File: src/rtl/fetch_sequencer.sv
// fetch_sequencer: program sequencer for the 4-bit CPU.
// The sequencer owns the PC and drives the address of a combinational instruction ROM.
// It latches each instruction and resolves NOP/JMP/JZ/HLT by itself.
// Every other opcode goes to the datapath over a valid/ready handshake.
// Optional build macro SINGLE_STEP_EN adds a 'step' input and a STEP_WAIT
// state, so that one instruction runs per step pulse.
module fetch_sequencer #(
    parameter logic [3:0] HLT_OP = 4'b1111,
    parameter logic [3:0] JMP_OP = 4'b1000,
    parameter logic [3:0] JZ_OP  = 4'b1001,
    parameter logic [3:0] NOP_OP = 4'b0000
) (
    input  logic       clk,
    input  logic       rst_n,
    input  logic       run,
    output logic [3:0] imem_addr,
    input  logic [7:0] imem_instr,
    input  logic       zero_flag,
    output logic       exec_valid,
    output logic [3:0] exec_op,
    output logic [3:0] exec_operand,
    input  logic       exec_ready,
    output logic       busy,
    output logic       halted
`ifdef SINGLE_STEP_EN
    ,
    input  logic       step
`endif
);

    typedef enum logic [2:0] {
        IDLE      = 3'd0,
        FETCH     = 3'd1,
        DECODE    = 3'd2,
        EXEC      = 3'd3,
        HALT      = 3'd4
`ifdef SINGLE_STEP_EN
        ,
        STEP_WAIT = 3'd5
`endif
    } state_t;

    // After each instruction completes, the sequencer moves to this state.
    // In single-step builds it parks in STEP_WAIT. Otherwise it goes straight back to FETCH.
`ifdef SINGLE_STEP_EN
    localparam state_t RESUME = STEP_WAIT;
`else
    localparam state_t RESUME = FETCH;
`endif

    state_t     state;
    logic [3:0] pc;
    logic [7:0] ir;

    // The ROM address is the PC register itself. The datapath fields mirror the IR.
    assign imem_addr    = pc;
    assign exec_op      = ir[7:4];
    assign exec_operand = ir[3:0];

    // Status flags are decoded only from the state flop, so they never see a combinational input path.
    assign halted = (state == HALT);
    assign busy   = (state != IDLE) && (state != HALT);

    // Sequencer FSM: PC, IR, state and the exec_valid handshake flag.
    always_ff @(posedge clk or negedge rst_n) begin
        if (!rst_n) begin
            state      <= IDLE;
            pc         <= 4'h0;
            ir         <= 8'h00;
            exec_valid <= 1'b0;
        end else begin
            // NOTE: sequential state uses non-blocking (<=) assignments only.
            // Every register in this block then sees the pre-edge values of the others.
            case (state)
                IDLE: begin
                    if (run) begin
                        state <= FETCH;
                    end
                end

                FETCH: begin
                    ir    <= imem_instr;
                    state <= DECODE;
                end

                DECODE: begin
                    if (ir[7:4] == HLT_OP) begin
                        state <= HALT;
                    end else if (ir[7:4] == JMP_OP) begin
                        pc    <= ir[3:0];
                        state <= RESUME;
                    end else if (ir[7:4] == JZ_OP) begin
                        pc    <= zero_flag ? ir[3:0] : pc + 4'd1;
                        state <= RESUME;
                    end else if (ir[7:4] == NOP_OP) begin
                        pc    <= pc + 4'd1;
                        state <= RESUME;
                    end else begin
                        exec_valid <= 1'b1;
                        state      <= EXEC;
                    end
                end

                EXEC: begin
                    // The stall has no bound: this state holds until the datapath takes the instruction.
                    if (exec_valid && exec_ready) begin
                        exec_valid <= 1'b0;
                        pc         <= pc + 4'd1;
                        state      <= RESUME;
                    end
                end

                HALT: begin
                    state <= HALT;
                end

`ifdef SINGLE_STEP_EN
                STEP_WAIT: begin
                    if (step) begin
                        state <= FETCH;
                    end
                end
`endif

                default: begin
                    exec_valid <= 1'b0;
                    state      <= IDLE;
                end
            endcase
        end
    end

endmodule

File: config.mk
export PLATFORM = sky130hd
export DESIGN_NAME = fetch_sequencer
export DESIGN_NICKNAME = d
export VERILOG_FILES = /design/src/rtl/fetch_sequencer.sv
export SDC_FILE = /design/constraint.sdc
export NUM_CORES = 1
export LEC_CHECK = 0
export CAP_MARGIN = 20
export CELL_PAD_IN_SITES_DETAIL_PLACEMENT = 0
export CELL_PAD_IN_SITES_GLOBAL_PLACEMENT = 1
export CORE_UTILIZATION = 30
export CTS_BUF_LIST = sky130_fd_sc_hd__clkbuf_16
export DETAILED_ROUTE_END_ITERATION = 7
export HOLD_SLACK_MARGIN = 0.06
export PLACE_DENSITY = 0.85
export SYNTH_ARGS = -nofsm -noshare
export SYNTH_HDL_FRONTEND = slang
export SYNTH_SLANG_ARGS = --single-unit
File: constraint.sdc
create_clock -name clk -period 1.8 [get_ports clk]
set_input_delay 0.18 -clock clk [delete_from_list [all_inputs] [get_ports clk]]
set_output_delay 0.18 -clock clk [all_outputs]
set_load 0.01 [all_outputs]
* After elaboration in Yosys (flattened, before gate mapping) *
Cells that the tools add are included.

storage, ports and cells
  register bits = 16
  latch bits = 0
  bits in writable memories = 0
  memory bits (read-only) = 0
  output and inout bits = 15
  word-level logic and storage cells = 51
  memories kept = 0

operators by class
  $add $sub $neg = 1
  multiply operators = 0
  divide/modulo/power cells = 0
  order comparisons = 0
  equality and inequality tests = 15
  shift operators = 0
  mux-type cells = 20
  bitwise logic cells = 1
  reduce and logical (&&, ||, !) cells = 10

operator list
  kind                 number
  $mux 4               6
  $pmux 3 s5           1
  $eq 4x4->1 const B   3
  $ne 2x2->1 const B   6
  $mux 3               3
  $pmux 4 s2           1
  $eq 3x2->1 const B   2
  $mux 2               3
  $reduce_and 6->1     1
  $mux 1               5
  $add 4x1->4 const B  1
  $logic_not 4->1      1
  $ne 4x4->1 const B   1
  $reduce_and 4->1     1
  $eq 3x1->1 const B   1
  $eq 3x3->1 const B   1
  $logic_not 3->1      1
  $ne 3x3->1 const B   1
  $pmux 1 s3           1
  $reduce_bool 3->1    1
  $reduce_or 3->1      1
  $logic_and 1x1->1    2
  $reduce_and 2->1     1
  $reduce_bool 2->1    1
  $not 1->1            1

* Logic depth before layout (Yosys ltp) *
Gate-level depths: netlist of the first run.

  depth in word-level cells = 6
  mapped depth = 6

* Worst setup path before layout of the first run *
OpenSTA, ideal clock, no wires.

  kind = reg2reg
  start = register state[2]
  end = register pc[2], in the netlist imem_addr[2]
  setup time = 121 ps
  arrival = 1522 ps
  setup slack = 156 ps
  stages on the path, launching flop included = 7
  period minus slack after synthesis = 1644 ps
  path through = dfrtp_1 buf_6 nand2b_4 buf_6 o2111ai_4 mux2_2 o22a_1

on the way
  cells in the longest elaborated chain, start to end = 3
  elaborated cells between the ends (all ways) = 8
  those cells by class = eq/ne: 5; mux: 1; reduce/logical: 2

RTL lines
  item                                                RTL line  RTL
  start, declared                                     51        state_t state;
  start signal, assigned                              67        state <= IDLE;
  start signal, assigned                              77        state <= FETCH;
  start signal, assigned                              83        state <= DECODE;
  $eq 3x2->1                                          74        case (state)
  $ne 4x4->1 (no line), or another cell as far along  --
  $reduce_and 4->1 (no line)                          --
  end signal, assigned                                90        pc <= ir[3:0];
  end signal, assigned                                93        pc <= zero_flag ? ir[3:0] : pc + 4'd1;
  end signal, assigned                                96        pc <= pc + 4'd1;
  end, declared                                       52        logic [3:0] pc;

Several ways; a longest one is shown, not always the timed one.
A chain may end at the register's enable or synchronous reset.

* Worst setup path after layout of the first run *
  start = register state[1]
  end = output port halted

on the way
  cells in the longest elaborated chain, start to end = 1

RTL lines
  item           RTL line  RTL
  $eq 3x3->1     61        assign halted = (state == HALT);
  end, declared  24        output logic halted

No other way between the ends.

==> results of run 1 <==
==> flip-flops by register name (all words and copies together), names as in the netlist <==
name and cells:
state 3, imem_addr 4, ir 8, exec_valid 1
==> worst max path at each step <==
stage / slack (ns) / start / to / depth (start not counted)
floorplan: 0.16 / state[2] / imem_addr[2] / 6
global placement: 0.19 / exec_ready / imem_addr[0] / 5
detailed placement: 0.15 / exec_ready / imem_addr[0] / 5
CTS: 0.04 / state[1] / halted / 3
global route: 0.02 / state[0] / halted / 3
finish: 0.09 / state[1] / halted / 3
==> area by class of cell <==
| class | instances | area share, % |
|---|---|---|
| Clock buffer | 3 | 6.17 |
| Clock inverter | 1 | 0.309 |
| Inverter | 6 | 2.06 |
| Multi-Input combinational cell | 52 | 31.4 |
| Sequential cell | 16 | 32.9 |
| Tap cell | 30 | 3.09 |
| Timing Repair Buffer | 30 | 24.1 |
==> stage by stage <==
stage | setup WS, ns | instance area, um2 | util [%] | cells
2_1_floorplan | 0.156 | 827 | - | 76
3_3_place_gp | 0.185 | 1130 | 44.6 | 134
3_5_place_dp | 0.152 | 1130 | 44.6 | 134
4_1_cts | 0.0374 | 1210 | 47.7 | 138
5_1_grt | 0.0214 | 1220 | 47.8 | 138
6_report | 0.0927 | 1220 | 47.8 | 138
==> Yosys cell counts (all sizes together) <==
library cell,count,area share [%]
inv,6,2.7
nand4,2,1.5
o22ai,1,0.76
buf,2,2.7
or4b,1,1.2
nand2b,3,3.2
or2,1,0.76
nand2,6,2.7
a31oi,1,0.76
a221oi,1,1.1
dfrtp,16,48
o21ai,5,3.0
nor3,1,1.2
o311ai,1,1.1
a211oi,2,1.8
and3,2,1.5
ha,1,1.5
mux2i,2,2.4
nand3,3,1.8
nor2,5,2.3
mux2,8,11
o22a,1,1.1
o2111ai,1,3.2
a21oi,4,2.4
==> power groups by stage <==
stage / clock [W] / combinational (W) / sequential, W
6_report: 0.000431 / 0.00102 / 0.000733
3_5_place_dp: 0 / 0.00102 / 0.000728
5_1_grt: 0.000462 / 0.00113 / 0.000762
3_3_place_gp: 0 / 0.00100 / 0.000726
2_1_floorplan: 0 / 0.000532 / 0.000764
4_1_cts: 0.000440 / 0.00103 / 0.000728
==> routing by layer <==
metal,up-vias,track usage (%),wire [um]
li1,344,-,-
met1,332,18.0,829
met4,0,6.41,15
met3,2,3.61,66
met5,-,0,0
met2,19,22.6,848
==> kinds of logic after synthesis <==
group           Yosys count  synth area share [%]
mux                      10                  13.3
simple gates             24                  16.2
flops                    16                  48.4
buf+inv                   8                  5.45
compound gates           17                  15.1
fa+ha+maj                 1                  1.51
==> cell usage in the layout, fill, tap and decap left out, types with 2 or more instances in the layout <==
cell type and n:
clkdlybuf4s50_1 27, dfrtp_1 16, mux2_2 8, nand2_1 6, nor2_1 5, inv_1 4, o21ai_0 4, a21oi_1 4
nand3_1 3, clkbuf_16 3, buf_4 3, and3_1 2, nand2b_1 2, a211oi_1 2, mux2i_1 2, nand4_1 2
==> metrics.md, run 1 <==
| Metric | Value |
|---|---|
| Sequential share of power | `33.6%` |
| Internal power contribution | `between 0.001 and 0.0015 W` |
| Yosys warnings | `0` |
| Power density over the cells | `approximately 1800 nW/um2` |
| Number of sinks handled by clock tree synthesis | `16` |
| Largest stage delay on the critical path | `~0.53 ns` |
| # port buffers | `27` |
| Vias per std cell | `just over 5` |
| Number of fill cells | `228` |
| Final Skew | `~0.0015 ns` |
| CTS tree | `done` |
| Number of hold buffers added after CTS | `0` |
| Final count of hold timing violations | `0` |
| Final routed wire length divided by cell count | `around 13 um` |
| Crit path capture type | `primary output` |
| Total of endpoints with negative setup slack in the final report | `0` |
| Average instance area after synthesis | `between 10 and 15 um2` |
| Reg2reg start | `ir[5]` |
| Vias in the first global route | `around 690` |
| Number of flip-flops and latches in the synthesized netlist | `16` |
| CP delay by family, top | `buffers and inverters` |
| Number of antenna diodes | `0` |
| FF/Latch Area | `400 um2` |
| CTS H-Tree Depth | `1` |
| Cell Rows | `18` |
| Global-route wire length before repair | `2.94 mm` |
| Final clock period utilization by the worst path | `a little over nine tenths` |
| Worst Tran Pin Value | `~0.42 ns` |
| WP buf/inv | `2` |
| Worst reg-to-reg path cell count | `4` |
| Std-Cell Core Area | `between 2000 and 3000 um2` |
| Critical path arrival | `~1.5 ns` |
| Maximum number of pins on one net before global-route repair | `17` |
| Portion of the post-synthesis area used by sequential elements | `48.4%` |
| Data required, critical path | `1.62 ns` |
| Final number of max-transition violations | `0` |
| Wire length after detailed routing | `between 1.5 and 2 mm` |
| Net Count, Synth | `90` |
| Clock buffers created by TritonCTS | `3` |
| Peak supply drop | `between 1 and 1.5 mV` |
| Type of the most critical hold path | `in2async` |
| Initial cell density of the core | `32.5%` |
| Count of maximum capacitance violations | `0` |
| Fraction of power spent switching nets | `35.9%` |
| Netlist area before placement | `827 um2` |
| Slowest cell on crit path | `clkdlybuf4s50_1` |
| Clock Tree Buf Depth | `2` |
| Number of antenna-violating nets in the routed design | `0` |
| Pre-Repair DR Iteration Count | `4` |
| Gpl congestion | `around 0.76` |
| Post-layout min period | `roughly 1.7 ns` |
| Clock group share of total power | `around a fifth` |
| Quantity of gates resized following cts | `0` |
| Unrepaired setup endpoints after global routing | `no` |
| Worst setup path category | `reg2out` |
| CTS Root Buffer Type | `clkbuf_16` |
| Register clock-pin slew on the reported worst setup and hold paths | `0.05 ns` |
| Switch Pwr | `0.000783 W` |
| Synth Instances | `76` |
| Post-layout net count | `between 100 and 150` |
| Number of antenna violations at the first check in global routing | `0` |
| Fraction of layout cells with a size suffix above 1 | `18.5%` |
| Remaining routing DRC violations | `0` |
| Highest fanout seen on the critical path | `6` |
| Die extent in x | `between 50 and 60 um` |
| Sum of negative setup slack | `0 ns` |
| Run status | `finished, final reports clean` |
| Peak clock frequency supported by timing | `~600 MHz` |
| Critical R2R Capture | `imem_addr[0]` |
| Number of distinct library cells after synthesis | `27` |
| Final-layout worst hold slack | `roughly 0.26 ns` |
| Ordered cell list for the critical path | `inv_2 -> and3_1 -> clkdlybuf4s50_1` |
| DR iter-0 viols | `6` |
| Crit path launch type | `flop` |
| Post-DP HPWL | `about 1.3 mm` |
| Worst skew pair latency | `0.25 ns` |
| R2r setup slk | `between 0.15 and 0.2 ns` |
| Overall track demand over capacity in global routing | `14.2%` |
| Sum of internal, switching and leakage power | `about 0.0022 W` |
| Num ports | `28` |
| Via count | `about 700` |
| Vertical die dimension | `around 55 um` |
| Area growth from synthesis to layout | `47.1%` |
| Number of buffers added for setup after CTS | `0` |
| GRT overflow | `0` |
| Combined area of the multi-input logic cells | `about 380 um2` |
| Part of the total power dissipated in combinational logic | `roughly 47%` |
| Static Leak | `roughly 0.51 nW` |
| Worst-case headroom to the max-slew limit | `72.0%` |
| Die area | `a little under 3000 um2` |
Note: power is estimated with default switching activity, not from simulation.
==> run 2: changes to the inputs <==
--- a/config.mk
+++ b/config.mk
@@ -8,6 +8,7 @@
 export CAP_MARGIN = 20
 export CELL_PAD_IN_SITES_DETAIL_PLACEMENT = 0
 export CELL_PAD_IN_SITES_GLOBAL_PLACEMENT = 1
+export CORE_ASPECT_RATIO = 0.5
 export CORE_UTILIZATION = 30
 export CTS_BUF_LIST = sky130_fd_sc_hd__clkbuf_16
 export DETAILED_ROUTE_END_ITERATION = 7
==> run 2 against run 1 <==
Against the previous run: first-iteration DRC count grew to 10 times the previous value; largest power group unchanged; global-route usage shrank 2.3 points; wire length decreased by 6.1%; worst hold slack worse by 0.011 ns; via count decreased by 3.7%; sequential share of layout area fell by 0.17 points; sequential cell count unchanged; final area increased by 0.51%; combinational power about the same; critical path depth is the same; setup slack got worse by 0.031 ns; die area up 0.43%; critical endpoint unchanged.
==> metrics.md, run 2 (synthesis gave the netlist of run 1 again) <==
| Metric | Value |
|---|---|
| Run status | `finished, final reports clean` |
| Remaining routing DRC violations | `0 (unchanged)` |
| Cell Rows | `13 (-5)` |
| Number of fill cells | `250 (+9.6%)` |
| Number of sinks handled by clock tree synthesis | `16 (unchanged)` |
| Number of antenna diodes | `0 (unchanged)` |
| Final-layout worst hold slack | `0.248 ns (-0.0112 ns)` |
| Wire length after detailed routing | `1.65 mm (-6.1%)` |
| Die area | `2980 um2 (+0.43%)` |
| Pre-Repair DR Iteration Count | `8 (+4)` |
| Data required, critical path | `1.62 ns (about the same)` |
| Final number of max-transition violations | `0 (unchanged)` |
| Highest fanout seen on the critical path | `8 (+2)` |
| Final count of hold timing violations | `0 (unchanged)` |
| # port buffers | `27 (unchanged)` |
| Worst skew pair latency | `0.25 ns (about the same)` |
| Sum of internal, switching and leakage power | `0.00218 W (-0.20%)` |
| Vias per std cell | `4.63 (-8.4%)` |
| Final clock period utilization by the worst path | `96.6% (+1.7 points)` |
| DR iter-0 viols | `61 (+55)` |
| Area of all placed cells without fillers | `1220 um2 (+0.51%)` |
| Crit path capture type | `primary output` |
| Type of the most critical hold path | `in2async` |
| Vias in the first global route | `526 (-24%)` |
| Via count | `671 (-3.7%)` |
| Worst setup path category | `reg2out` |
| Register clock-pin slew on the reported worst setup and hold paths | `0.05 ns (about the same)` |
| Peak supply drop | `0.755 mV (-37%)` |
| CTS H-Tree Depth | `1 (unchanged)` |
| Number of flip-flops in the largest register | `8 (unchanged)` |
| Post-DP HPWL | `1.26 mm (-3.3%)` |
| Die extent in x | `76.3 um (+40%)` |
| Number of antenna-violating nets in the routed design | `0 (unchanged)` |
| Worst-case headroom to the max-slew limit | `74.5% (+2.4 points)` |
| Area growth from synthesis to layout | `47.8%` |
| CTS tree | `done` |
| Number of buffers added for setup after CTS | `0 (unchanged)` |
| Num ports | `28 (unchanged)` |
| Crit path launch type | `flop` |
| Worst slack, placed | `0.115 ns (-0.0373 ns)` |
| Unrepaired setup endpoints after global routing | `no` |
| Overall track demand over capacity in global routing | `11.9% (-2.3 points)` |
| Post-layout min period | `1.74 ns (+0.0309 ns)` |
| Global-route wire length before repair | `2.59 mm (-12%)` |
| Total of endpoints with negative setup slack in the final report | `0 (unchanged)` |
| Maximum number of pins on one net before global-route repair | `17 (unchanged)` |
| Clock Tree Buf Depth | `2 (unchanged)` |
| Timing startpoint of the critical path | `state[0]` |
| Sum of negative setup slack | `0 ns (unchanged)` |
| Clock buffers created by TritonCTS | `3 (unchanged)` |
| Std-Cell Core Area | `2600 um2 (+2.3%)` |
| Setup ws final | `0.0618 ns (-0.0309 ns)` |
| Worst Tran Pin Value | `0.381 ns (-0.0363 ns)` |
| Power density over the cells | `1780 nW/um2 (-0.71%)` |
| Fraction of layout cells with a size suffix above 1 | `18.5% (unchanged)` |
| Static Leak | `0.506 nW (about the same)` |
| Commonest non-fill, non-tap cells in the layout | `clkdlybuf4s50_1 (27), dfrtp_1 (16), mux2_2 (8)` |
| Gpl congestion | `0.775 (+2.3%)` |
| Largest register by flop count | `ir` |
| Final Skew | `0.00176 ns (+0.000245 ns)` |
| Count of maximum capacitance violations | `0 (unchanged)` |
| CTS Root Buffer Type | `clkbuf_16` |
| Peak clock frequency supported by timing | `575 MHz (-1.8%)` |
| Post-layout net count | `123 (unchanged)` |
| Reg2reg start | `ir[5]` |
| Final routed wire length divided by cell count | `11.4 um (-11%)` |
| Vertical die dimension | `39.1 um (-28%)` |
| GRT overflow | `0 (unchanged)` |
| Critical path arrival | `1.56 ns (+0.03 ns)` |
| Number of antenna violations at the first check in global routing | `0 (unchanged)` |
| Commonest non-fill, non-tap cell in the layout | `clkdlybuf4s50_1` |
| Instance area at placement | `1140 um2 (+0.77%)` |
| Initial cell density of the core | `31.8% (-0.72 points)` |
## run 2: path summary, 6_finish.rpt
path	slack (ns)	endpoint	cells past startpoint
min in group clk	0.50	state[0]	3
max in group asynchronous	1.37	imem_addr[2]	2
hold / removal	0.25	state[0]	2
hold reg to reg	0.53	state[2]	1
setup / recovery	0.06	halted	3
setup reg to reg	0.18	imem_addr[0]	4
## run 2: through the flow
stage	util (%)	cells
after floorplan	-	76
after global placement	43.9	141
after detailed placement	43.9	141
after CTS	47.0	145
after global routing	47.0	145
final	47.0	145
## run 2: metal layers
metal | vias to the layer above | part of all wire, % | global-route usage (%)
met5 | - | 0 | 0
met4 | 0 | 1.0 | 4.33
met1 | 318 | 51 | 15.7
met2 | 11 | 43 | 17.8
met3 | 3 | 4.7 | 4.47
li1 | 339 | - | -
## run 2: critical path, stage by stage (launching register included)
cell             delay [ns]
dfrtp_1                0.43
inv_2                  0.17
and3_1                 0.18
clkdlybuf4s50_1        0.53
## run 2: final cells by class
cell class	instances	area, um2	area share (%)
clock inverter	1	3.75	0.307
multi-input combinational	52	382	31.2
clock buffer	3	75.1	6.14
tap	37	46.3	3.79
timing repair buffer	30	293	24.0
inverter	6	22.5	1.84
sequential	16	400	32.8
## run 2: timing repair
item	4_1_cts	5_1_grt
setup endpoints to repair	0	1
resized for setup	0	1
hold buffers	0	0
## run 2: power by group
group / internal (W) / switching [W] / total, W
clock network: 0.000294 / 0.000133 / 0.000428
registers: 0.000536 / 0.000198 / 0.000733
logic: 0.000570 / 0.000448 / 0.00102
==> run 3: changes to the inputs <==
--- a/config.mk
+++ b/config.mk
@@ -8,7 +8,7 @@
 export CAP_MARGIN = 20
 export CELL_PAD_IN_SITES_DETAIL_PLACEMENT = 0
 export CELL_PAD_IN_SITES_GLOBAL_PLACEMENT = 1
-export CORE_ASPECT_RATIO = 0.5
+export CORE_ASPECT_RATIO = 1.4
 export CORE_UTILIZATION = 30
 export CTS_BUF_LIST = sky130_fd_sc_hd__clkbuf_16
 export DETAILED_ROUTE_END_ITERATION = 7
==> run 3 against run 2 <==
Against the previous run: wire length rose by 15%; setup slack better by 0.029 ns; register-to-register slack improved by 0.02 ns; combinational power about the same; worst hold slack gained 0.012 ns; maximum frequency increased by 1.7%; via count is 1.3% higher; die area fell by 0.32%; final area shrank 0.10%; power rose by 0.55%; critical path type unchanged.
==> metrics.md, run 3 (synthesis gave the netlist of run 1 again) <==
| Metric | Value |
|---|---|
| Die extent in x | `46.4 um (-39%)` |
| Worst-case headroom to the max-slew limit | `72.7% (-1.8 points)` |
| Post-layout net count | `123 (unchanged)` |
| Type of the most critical hold path | `in2async` |
| Worst Tran Pin Value | `0.408 ns (+0.0263 ns)` |
| Area growth from synthesis to layout | `47.7%` |
| Instance area at placement | `1140 um2 (-0.11%)` |
| Commonest non-fill, non-tap cell in the layout | `clkdlybuf4s50_1` |
| Number of antenna-violating nets in the routed design | `0 (unchanged)` |
| Register clock-pin slew on the reported worst setup and hold paths | `0.05 ns (about the same)` |
| Total of endpoints with negative setup slack in the final report | `0 (unchanged)` |
| Run status | `finished, final reports clean` |
| Number of flip-flops in the largest register | `8 (unchanged)` |
| Highest fanout seen on the critical path | `6 (-2)` |
| Number of sinks handled by clock tree synthesis | `16 (unchanged)` |
| CTS tree | `done` |
| Sum of internal, switching and leakage power | `0.00219 W (+0.55%)` |
| Number of cells in the design after placement | `140 (-0.71%)` |
| Clock buffers created by TritonCTS | `3 (unchanged)` |
| Crit path launch type | `flop` |
| Critical R2R Capture | `imem_addr[0]` |
| Reg2reg start | `ir[5]` |
| Via count | `680 (+1.3%)` |
| Worst setup path endpoint | `halted` |
| Remaining routing DRC violations | `0 (unchanged)` |
| Final number of max-transition violations | `0 (unchanged)` |
| Timing startpoint of the critical path | `state[1]` |
| Initial cell density of the core | `31.6% (-0.15 points)` |
| Wire length after detailed routing | `1.90 mm (+15%)` |
| Post-layout min period | `1.71 ns (-0.0288 ns)` |
| Gpl congestion | `0.747 (-3.7%)` |
| Pre-Repair DR Iteration Count | `4 (-4)` |
| Worst reg-to-reg path cell count | `4 (unchanged)` |
| Unrepaired setup endpoints after global routing | `no` |
| Final-layout worst hold slack | `0.260 ns (+0.0123 ns)` |
| Peak clock frequency supported by timing | `585 MHz (+1.7%)` |
| Final routed wire length divided by cell count | `13.3 um (+16%)` |
| Sum of negative setup slack | `0 ns (unchanged)` |
| Std-Cell Core Area | `2620 um2 (+0.48%)` |
| Cell Rows | `22 (+9)` |
| Number of hold buffers added after CTS | `0 (unchanged)` |
| Static Leak | `0.505 nW (-0.18%)` |
| Critical path arrival | `1.53 ns (-0.03 ns)` |
| Final Skew | `0.00125 ns (-0.000509 ns)` |
| Die area | `2970 um2 (-0.32%)` |
| Fraction of layout cells with a size suffix above 1 | `18.7% (+0.17 points)` |
| Maximum number of pins on one net before global-route repair | `17 (unchanged)` |
| Power density over the cells | `1790 nW/um2 (+0.65%)` |
| Worst setup path category | `reg2out` |
| Num ports | `28 (unchanged)` |
| Peak supply drop | `1.02 mV (+35%)` |
| Data required, critical path | `1.62 ns (about the same)` |
| Area of all placed cells without fillers | `1220 um2 (-0.10%)` |
| Number of antenna violations at the first check in global routing | `0 (unchanged)` |
| Post-DP HPWL | `1.43 mm (+13%)` |
| Final count of hold timing violations | `0 (unchanged)` |
| GRT overflow | `0 (unchanged)` |
| Number of antenna diodes | `0 (unchanged)` |
| CTS H-Tree Depth | `1 (unchanged)` |
| CTS Root Buffer Type | `clkbuf_16` |
| Worst skew pair latency | `0.25 ns (about the same)` |
| R2r setup slk | `0.20 ns (+0.02 ns)` |
| Number of fill cells | `251 (+0.40%)` |
| Final clock period utilization by the worst path | `95.0% (-1.6 points)` |
| Vias per std cell | `4.76 (+2.8%)` |
| Layout Cells excl Fill | `143 (-1.4%)` |
| DR iter-0 viols | `9 (-85%)` |
| Vias in the first global route | `694 (+32%)` |
| Count of maximum capacitance violations | `0 (unchanged)` |
| Commonest non-fill, non-tap cells in the layout | `clkdlybuf4s50_1 (27), dfrtp_1 (15), mux2_2 (8)` |
| # port buffers | `27 (unchanged)` |
| Crit path capture type | `primary output` |
| Largest register by flop count | `ir` |
| Clock Tree Buf Depth | `2 (unchanged)` |
| Global-route wire length before repair | `3.20 mm (+24%)` |
| Vertical die dimension | `64.1 um (+64%)` |
| Overall track demand over capacity in global routing | `15.7% (+3.9 points)` |
-- run 3: changes by cell type in the layout (fill, tap and decap cells not counted) --
cell      delta
inv_2        -2
clkinv_1     -1
dfrtp_1      -1
dfrtp_2      +1
inv_1        +1
inv_4        +1
-- run 3: stage by stage --
step / worst slack (ns) / util, %
after floorplan: 0.156 / -
after global routing: 0.000420 / 46.7
after CTS: 0.0519 / 46.6
after global placement: 0.179 / 43.7
final: 0.0907 / 46.7
after detailed placement: 0.142 / 43.7
-- run 3: critical path: stages, from the launching register on --
cell             delay, ns
dfrtp_2               0.46
inv_1                 0.14
and3_1                0.16
clkdlybuf4s50_1       0.53
-- run 3: final cells by class --
type	instances	area [um2]	area share (%)
Inverter	6	25.0	2.05
Sequential cell	16	402	32.9
Tap cell	36	45.0	3.69
Timing Repair Buffer	30	293	24.0
Clock buffer	3	75.1	6.15
Multi-Input combinational cell	52	382	31.3
-- run 3: layer usage --
layer | routed length (um) | GRT usage [%] | vias up | part of all wire [%]
met5 | 0 | 0 | - | 0
met4 | 72 | 12.1 | 0 | 3.8
met2 | 1000 | 24.1 | 20 | 53
li1 | - | - | 338 | -
met1 | 757 | 17.7 | 314 | 40
met3 | 64 | 3.67 | 8 | 3.4
-- run 3: power by group --
group	total, W	internal, W	switching (W)
sequential	0.000738	0.000538	0.000200
clock	0.000429	0.000292	0.000137
combinational	0.00102	0.000571	0.000453
total	0.00219	0.00140	0.000790
-- run 3: worst min-delay path by stage --
stage | endpoint | cells after the start | slack, ns
final | ir[1] | 2 | 0.26
after global routing | ir[7] | 2 | 0.27
after CTS | ir[1] | 2 | 0.27
after detailed placement | ir[1] | 2 | 0.53
after global placement | ir[1] | 2 | 0.52
after floorplan | exec_valid | 0 | -0.12
-- run 3: timing repair --
| action | in CTS | in global routing |
|---|---|---|
| resized for setup | 0 | 2 |
| buffers inserted | 0 | 0 |
| endpoints found under the setup margin | 0 | 1 |
